File: src/rtl/ksa8_byte_serial_accumulator.sv


module ksa8_byte_serial_accumulator #(
   parameter int ACC_BYTES = 4
) (
   input  logic                   clk,
   input  logic                   rst_n,
   input  logic                   in_valid,
   output logic                   in_ready,
   input  logic [7:0]             in_data,
   input  logic                   clear,
   output logic [7:0]             adder_a,
   output logic [7:0]             adder_b,
   input  logic [7:0]             adder_sum,
   input  logic                   adder_cout,
   output logic [8*ACC_BYTES-1:0] acc,
   output logic                   busy,
   output logic                   done,
   output logic                   overflow
);

   localparam int IDX_W = $clog2(ACC_BYTES);
   localparam logic [IDX_W-1:0] LAST_IDX = IDX_W'(ACC_BYTES - 1);

   typedef enum logic {
      S_IDLE = 1'b0,
      S_ADD  = 1'b1
   } state_t;

   state_t                     r_state;
   state_t                     w_state_nxt;
   logic [ACC_BYTES-1:0][7:0]  r_acc;
   logic [IDX_W-1:0]           r_idx;
   logic                       r_carry;
   logic [7:0]                 r_sample;
   logic                       r_ovf;
   logic                       r_done;
   logic                       w_last;
   logic                       w_accept;
   logic                       w_clear;

   always_comb begin
      w_state_nxt = r_state;
      in_ready    = 1'b0;
      busy        = 1'b0;
      adder_a     = 8'h00;
      adder_b     = 8'h00;
      w_accept    = 1'b0;
      w_clear     = 1'b0;
      w_last      = (r_idx == LAST_IDX);
      case (r_state)
         S_IDLE: begin
            // clear wins over a pending sample; rst_n gating keeps ready low during reset
            in_ready = rst_n & ~clear;
            w_clear  = clear;
            w_accept = in_valid & rst_n & ~clear;
            if (w_accept) w_state_nxt = S_ADD;
         end
         S_ADD: begin
            busy    = 1'b1;
            adder_a = r_acc[r_idx];
            adder_b = (r_idx == '0) ? r_sample : {7'b0, r_carry};
            if (w_last) w_state_nxt = S_IDLE;
         end
      endcase
   end

   always_ff @(posedge clk or negedge rst_n) begin
      if (!rst_n) begin
         r_state  <= S_IDLE;
         r_acc    <= '0;
         r_idx    <= '0;
         r_carry  <= 1'b0;
         r_sample <= 8'h00;
         r_ovf    <= 1'b0;
         r_done   <= 1'b0;
      end else begin
         r_state <= w_state_nxt;
         r_done  <= 1'b0;
         if (w_clear) begin
            r_acc <= '0;
            r_ovf <= 1'b0;
         end else if (w_accept) begin
            r_sample <= in_data;
            r_idx    <= '0;
         end
         // Every byte is visited regardless of carry so latency stays fixed.
         if (r_state == S_ADD) begin
            r_acc[r_idx] <= adder_sum;
            r_carry      <= adder_cout;
            r_idx        <= r_idx + 1'b1;
            if (w_last) begin
               r_ovf  <= r_ovf | adder_cout;
               r_done <= 1'b1;
               r_idx  <= '0;
            end
         end
      end
   end

   assign acc      = r_acc;
   assign done     = r_done;
   assign overflow = r_ovf;

endmodule

File: config.mk
export PLATFORM = sky130hd
export DESIGN_NAME = ksa8_byte_serial_accumulator
export DESIGN_NICKNAME = d
export VERILOG_FILES = /design/src/rtl/ksa8_byte_serial_accumulator.sv
export SDC_FILE = /design/constraint.sdc
export NUM_CORES = 1
export LEC_CHECK = 0
export CAP_MARGIN = 10
export CORE_UTILIZATION = 30
export CTS_CLUSTER_DIAMETER = 150
export DETAILED_ROUTE_END_ITERATION = 12
export PLACE_DENSITY_LB_ADDON = 0.08
export SKIP_LAST_GASP = 1
export SYNTH_ARGS = -nofsm -noshare
export SYNTH_HDL_FRONTEND = slang
export SYNTH_SLANG_ARGS = --single-unit
File: constraint.sdc
create_clock -name clk -period 1.9 [get_ports clk]
set_input_delay 0.285 -clock clk [delete_from_list [all_inputs] [get_ports clk]]
set_output_delay 0.285 -clock clk [all_outputs]
set_load 0.01 [all_outputs]
==> results of run 1 <==
-- sequential cells by signal (all words and copies together), names as in the netlist --
signal    cells
r_state       1
r_idx         2
r_sample      8
r_carry       1
overflow      1
acc          32
done          1
-- worst max-delay path, stage by stage (launching register included) --
cell and delay, ns:
dfrtp_1 0.42, or2b_1 0.25, buf_4 0.17, o22ai_1 0.18, clkdlybuf4s15_1 0.25
-- per-stage QoR --
stage | hold WS, ns | cells | area [µm²] | setup WS, ns | TNS [ns]
CTS | 0.331 | 382 | 3450 | -0.00528 | -0.00528
global route | 0.336 | 382 | 3450 | -0.0175 | -0.0175
floorplan | -0.0106 | 192 | 2430 | 0.00372 | 0
detailed placement | 0.112 | 374 | 3380 | 0.0353 | 0
global placement | 0.120 | 374 | 3380 | 0.0628 | 0
finish | 0.326 | 382 | 3450 | 0.0511 | 0
-- kinds of logic (layout without fill, tap and decap cells) --
family                   after synthesis  after routing  synth area share [%]
adder cells (fa/ha/maj)                5              5                  2.57
flip-flops                            46             46                  47.4
AND/OR/NAND/NOR                       17             17                  4.89
AO/OA/AOI/OAI                         45             45                  14.9
multiplexers                          58             58                  25.6
buffers and inverters                 21            109                  4.63
-- routing by layer --
metal  up-vias  share of wire, %  global-route usage, %
li1        894                 -                      -
met1       888                48                   21.3
met2        50                47                   26.0
met3         7               4.0                   2.65
met4         0              0.87                   3.91
met5         -                 0                      0
-- power by group --
group          internal, mW  switching, mW  total, mW
Sequential             1.39          0.376       1.76
Clock                 0.254          0.316      0.570
Combinational          1.66           1.39       3.04
-- what timing repair did --
action / 4_1_cts / 5_1_grt
hold endpoints to repair: 1 / 0
gates resized for setup: 18 / 22
hold buffers: 1 / 0
setup endpoints to repair: 17 / 16
-- layout make-up --
type	count	share of cell area, %
clock buffer	7	2.21
inverter	4	0.436
multi-input combinational	125	33.9
sequential	46	33.4
tap	102	3.70
timing repair buffer	98	26.4
-- cells in the mapped netlist (all sizes together) --
library cell,count,area share [%]
mux2i,49,20
and3b,1,0.36
or2b,1,0.31
nand2b,1,0.26
buf,13,3.3
mux2,9,5.4
a21oi,1,0.21
inv,3,0.46
ha,5,2.6
nand2,2,0.31
o2bb2ai,32,12
and2,2,0.51
dfrtp,46,47
and3,7,1.8
o31ai,1,0.31
nor4bb,1,1.0
nor2,2,0.31
o21bai,1,0.31
clkinv,1,0.15
o22ai,10,2.6
clkbuf,4,0.72
-- placed cells by master, fill, tap and decap left out, types with 2 or more instances in the layout --
master / netlist / routed
buf_4: 2 / 22
clkbuf_2: 2 / 5
mux2i_1: 49 / 49
clkdlybuf4s50_1: 0 / 54
o22ai_1: 10 / 10
clkbuf_1: 2 / 2
dfrtp_1: 46 / 46
nand2_1: 2 / 2
inv_1: 3 / 2
and2_1: 2 / 2
dlygate4sd2_1: 0 / 3
ha_1: 5 / 5
clkdlybuf4s15_1: 0 / 9
and3_1: 7 / 7
clkbuf_8: 0 / 5
o2bb2ai_1: 32 / 32
mux2_4: 8 / 8
-- final timing paths --
path	endpoint	slack, ns
max in group asynchronous	acc[19]	1.02
worst min register to register	r_sample[7]	0.51
worst min-delay path	r_idx[1]	0.33
min in group clk	r_sample[7]	0.51
worst max-delay path	adder_a[5]	0.05
worst max register to register	acc[10]	0.24
==> results.txt, run 1 <==
----------------------------------------------------
[Outcome]
  Result of the run ... finished clean

[Global route]
  Pin count of the biggest net entering global routing ... 35
  Overall Global Routing Usage ... 15.7%
  Remaining Overflow, GRT ... 0
  Number of global-route vias before repair ... 1862
  First-pass GRT wire length ... 10200 µm
  Initial antenna violation count ... 0

[Timing]
  Count of final max-slew check failures ... 0
  Setup repair after global routing missed its margin ... yes
  Worst slew slack as a fraction of its limit ... 55.7%
  Hold Fails Final Rpt ... 0
  Final worst-path cycle share ... 97.3%
  Max Clk Rate ... 0.541 GHz
  Clock skew ... 0.00352 ns
  Number of endpoints failing setup at the final stage ... 0
  Minimum period implied by the final worst setup slack ... 1.85 ns
  Transition time at the pin with the least slew margin ... 0.664 ns

[Run]
  Count of max-cap constraint violations ... 0

[Worst setup path]
  Cells on worst reg2reg path ... 5
  Critical path launch point type ... register
  Critical path launch point ... r_idx[0]
  Startpoint-to-endpoint class of the critical path ... register to output port
  Source of the worst register-to-register timing path ... r_idx[1]
  Largest fanout on the critical path ... 5
  Data arrival time of the critical path ... 1.56 ns
  Kind of end point of the critical path ... output port
  Required time of the critical path ... 1.62 ns

[Route]
  Violation count after the first detailed-route iteration ... 52
  Post-DR vias/cell ... 4.81
  Post-detailed-route wirelength per cell ... 16.8 µm
  ANT nets after route ... 0
  Count of TritonRoute iterations in the first routing pass ... 4
  Number of vias after detailed routing ... 1839
  DRT Wirelength ... 6400 µm
  Remaining DRCs ... 0

[Clock network]
  Total number of clock tree sinks ... 46
  Clock buffer depth ... 2
  Buffer type at the clock tree root ... clkbuf_8
  Cts bufs inserted ... 5
  H-tree depth reported by CTS ... 2
  Clock tree from TritonCTS ... yes
  Clock-pin slew on the worst setup and hold paths ... 0.08 ns
  Post CTS Setup Buffer Count ... 0
  Later-pin clock latency in the skew report ... 0.29 ns

[Placement]
  GP Congestion ... 0.706
  HPWL Detailed ... 4490 µm
  Number of port buffers ... 72

[Min path]
  Worst min-delay path category ... input pin to async pin

[Floorplanning]
  # IOs ... 73
  Full die area ... 8460 µm²
  Initial cell density of the core ... 31.3%
  Die H ... 92.0 µm
  Die outline width ... 92.0 µm
  Core outline area ... 7770 µm²
  Number of placement rows ... 32

[Synth]
  Share of synthesized area occupied by flip-flops and latches ... 47.4%
  Synth unique cells ... 26
  Synthesized netlist net count ... 218
  Count of synthesis-stage warnings from yosys ... 0
  Number of flip-flops and latches in the synthesized netlist ... 46
  Cell count after synthesis ... 192
  Syn Std Cell Area ... 2430 µm²
  Avg Cell Area, Syn ... 12.7 µm²

[Finish]
  Multi-input gate area in the final layout ... 1170 µm²
  Number of filler instances in the final layout ... 751
  Area Growth Syn to Fin ... 41.9%
  Diodes inserted ... 0
  Share of the core filled with cells ... 44.4%
  Fraction of final layout cells sized beyond drive strength 1 ... 17.1%
  Area taken by flip-flops and latches ... 1150 µm²
  Nets@finish ... 306

[Pwr]
  Worst supply voltage drop on vdd ... 0.000557 V
  Total design power ... 5.38 mW
  Power density cells ... 1560 nW/µm²
  Static Leakage ... 1.48 nW

----------------------------------------------------
(Power assumes the default switching activity.)
==> run 2: changes to the inputs <==
PLACE_DENSITY = 0.62   (was default)
PLACE_DENSITY_LB_ADDON = default   (was 0.08)
==> run 2 against run 1 <==
Net effect:
- largest power group unchanged
- non-clock buffer count fell by 7
- first-iteration DRC count up 120%
- sequential share of layout area shrank 0.32 points
- the run now ends with negative setup slack left
- clock-buffer cell count shrank 1
- power rose by 3.5%
- highest routed layer unchanged
==> results.txt, run 2 (synthesized netlist as in run 1, its figures left out) <==
----------------------------------------------------
[Clock network]
  Later-pin clock latency in the skew report ... 0.30 ns (was 0.29 ns)
  Buffer type at the clock tree root ... clkbuf_8 (unchanged)
  Post-CTS Hold Fix Bufs ... 0 (was 1)
  Total number of clock tree sinks ... 46 (unchanged)
  Clock buffer depth ... 2 (unchanged)
  Clock-pin slew on the worst setup and hold paths ... 0.09 ns (was 0.08 ns)
  Clock tree from TritonCTS ... yes (unchanged)
  H-tree depth reported by CTS ... 2 (unchanged)
  Cts bufs inserted ... 5 (unchanged)

[Floorplanning]
  Die outline width ... 92.0 µm (unchanged)
  Number of placement rows ... 32 (unchanged)
  Initial cell density of the core ... 31.3% (unchanged)
  Core outline area ... 7770 µm² (unchanged)
  # IOs ... 73 (unchanged)
  Die H ... 92.0 µm (unchanged)
  Full die area ... 8460 µm² (unchanged)

[Worst setup path]
  Startpoint-to-endpoint class of the critical path ... register to output port (unchanged)
  Required time of the critical path ... 1.62 ns (about the same)
  Kind of end point of the critical path ... output port (unchanged)
  Critical path launch point type ... register (unchanged)
  CP peak stage delay ... 0.53 ns (was 0.42 ns)
  Chain of cells forming the critical path ... inv_2 -> ha_4 -> and3_1 -> clkdlybuf4s50_1 (was or2b_1 -> buf_4 -> o22ai_1 -> clkdlybuf4s15_1)
  Crit path buf inv count ... 2 (unchanged)
  Reg-to-reg critical path endpoint ... acc[13] (was acc[10])
  Source of the worst register-to-register timing path ... r_idx[0] (was r_idx[1])
  Standard cell with the maximum stage delay on the critical path ... clkdlybuf4s50_1 (was dfrtp_1)
  Worst R2R Setup Slack ... 0.34 ns (was 0.24 ns)
  Largest fanout on the critical path ... 9 (was 5)
  Data arrival time of the critical path ... 1.69 ns (was 1.56 ns)
  Cells on worst reg2reg path ... 4 (was 5)
  Family with the most delay on the worst path ... buffers and inverters (unchanged)

[Timing]
  Hold Fails Final Rpt ... 0 (unchanged)
  Minimum period implied by the final worst setup slack ... 1.98 ns (was 1.85 ns)
  Final worst-path cycle share ... 104% (was 97.3%)
  Setup WS post-layout ... -0.0755 ns (was 0.0511 ns)
  Max Clk Rate ... 0.506 GHz (was 0.541 GHz)
  Clock skew ... 0.0107 ns (was 0.00352 ns)
  Count of final max-slew check failures ... 0 (unchanged)
  Transition time at the pin with the least slew margin ... 0.603 ns (was 0.664 ns)
  Setup repair after global routing missed its margin ... yes (unchanged)
  Minimum hold slack ... 0.128 ns (was 0.326 ns)
  Worst slew slack as a fraction of its limit ... 59.8% (was 55.7%)
  Number of endpoints failing setup at the final stage ... 1 (was 0)

[Pwr]
  Sw Share ... 37.8% (was 38.6%)
  Combinational group share of total power ... 54.7% (was 56.6%)
  Power density cells ... 1600 nW/µm² (was 1560 nW/µm²)
  Static Leakage ... 1.60 nW (was 1.48 nW)
  Proportion of power drawn by the clock network ... 13.2% (was 10.6%)
  Reported net switching power ... 2.10 mW (was 2.08 mW)
  Internal power contribution ... 3.46 mW (was 3.30 mW)
  Total design power ... 5.57 mW (was 5.38 mW)
  Worst supply voltage drop on vdd ... 0.000586 V (was 0.000557 V)
  Sequential Power Share ... 32.0% (was 32.8%)

[Global route]
  Pin count of the biggest net entering global routing ... 48 (was 35)
  First-pass GRT wire length ... 9930 µm (was 10200 µm)
  Initial antenna violation count ... 0 (unchanged)
  Remaining Overflow, GRT ... 0 (unchanged)
  Number of global-route vias before repair ... 1869 (was 1862)
  Overall Global Routing Usage ... 15.4% (was 15.7%)

[Finish]
  Highest-count cells in the layout ignoring fill and taps ... clkdlybuf4s50_1 (55), mux2i_1 (48), dfrtp_1 (46) (was clkdlybuf4s50_1 (54), mux2i_1 (49), dfrtp_1 (46))
  Most common cell after layout, fill and taps aside ... clkdlybuf4s50_1 (unchanged)
  Diodes inserted ... 0 (unchanged)
  Nets@finish ... 299 (was 306)
  Area Growth Syn to Fin ... 43.3% (was 41.9%)
  Largest register FFs ... 32 (unchanged)
  Fraction of final layout cells sized beyond drive strength 1 ... 17.2% (was 17.1%)
  Number of filler instances in the final layout ... 735 (was 751)

[Route]
  Violation count after the first detailed-route iteration ... 115 (was 52)
  Number of vias after detailed routing ... 1852 (was 1839)
  ANT nets after route ... 0 (unchanged)
  Post-detailed-route wirelength per cell ... 16.8 µm (about the same)
  Count of TritonRoute iterations in the first routing pass ... 4 (unchanged)
  Post-DR vias/cell ... 4.94 (was 4.81)
  Remaining DRCs ... 0 (unchanged)
  Met3 Wirelength ... 254 µm (unchanged)
  Highest routed layer ... met4 (unchanged)
  DRT Wirelength ... 6290 µm (was 6400 µm)
  Wire length on met1 ... 3160 µm (was 3060 µm)
  Total met2 wirelength after detailed routing ... 2800 µm (was 3030 µm)

[Outcome]
  Violations in the final reports ... negative setup slack
  Result of the run ... finished, violations left (was finished clean)

[Run]
  Count of max-cap constraint violations ... 0 (unchanged)

[Placement]
  GP Congestion ... 0.714 (was 0.706)
  HPWL Detailed ... 4150 µm (was 4490 µm)
  Number of port buffers ... 72 (unchanged)

[Min path]
  Worst min-delay path category ... input pin to async pin (unchanged)

----------------------------------------------------
-- run 2: cell type report --
type                            instances  area, µm²  share of cell area, %
Clock inverter                          1       30.0                  0.863
Clock buffer                            6       82.6                   2.37
Timing Repair Buffer                   91        878                   25.2
Tap cell                              102        128                   3.67
Multi-Input combinational cell        125       1200                   34.4
Sequential cell                        46       1150                   33.1
Inverter                                4       15.0                  0.431
-- run 2: worst max-delay path by stage --
stage                         from    endpoint  cells past startpoint
after CTS                 r_idx[1]  adder_a[1]                      4
after global routing      r_idx[1]  adder_b[2]                      4
after floorplan           r_idx[1]  adder_b[0]                      8
after detailed placement   r_state  adder_a[2]                      4
final                     r_idx[1]  adder_b[2]                      4
after global placement     r_state  adder_a[1]                      4
-- run 2: per-stage QoR --
stage	setup slack (ns)	setup TNS [ns]	instances	util, %	area [µm²]
floorplan	0.00372	0	192	-	2430
global placement	-0.0121	-0.0669	363	42.4	3300
detailed placement	-0.0556	-0.276	363	42.4	3300
CTS	-0.171	-1.28	371	44.2	3430
global route	-0.141	-0.182	375	44.8	3480
finish	-0.0755	-0.0755	375	44.8	3480
-- run 2: routing by layer --
metal / vias to the layer above / track usage [%]
li1: 890 / -
met3: 6 / 2.32
met4: 0 / 5.86
met5: - / 0
met2: 50 / 24.6
met1: 906 / 21.1
-- run 2: timing repair --
item,in CTS,in global routing
resized for setup,14,20
buffers inserted,1,4
endpoints found under the setup margin,17,14
-- run 2: power groups by stage --
stage / Sequential [mW] / Clock [mW] / Combinational (mW)
finish: 1.78 / 0.737 / 3.05
floorplan: 1.84 / 0 / 1.55
CTS: 1.77 / 0.762 / 3.01
global route: 1.85 / 0.807 / 3.27
detailed placement: 1.78 / 0 / 2.96
global placement: 1.77 / 0 / 2.92
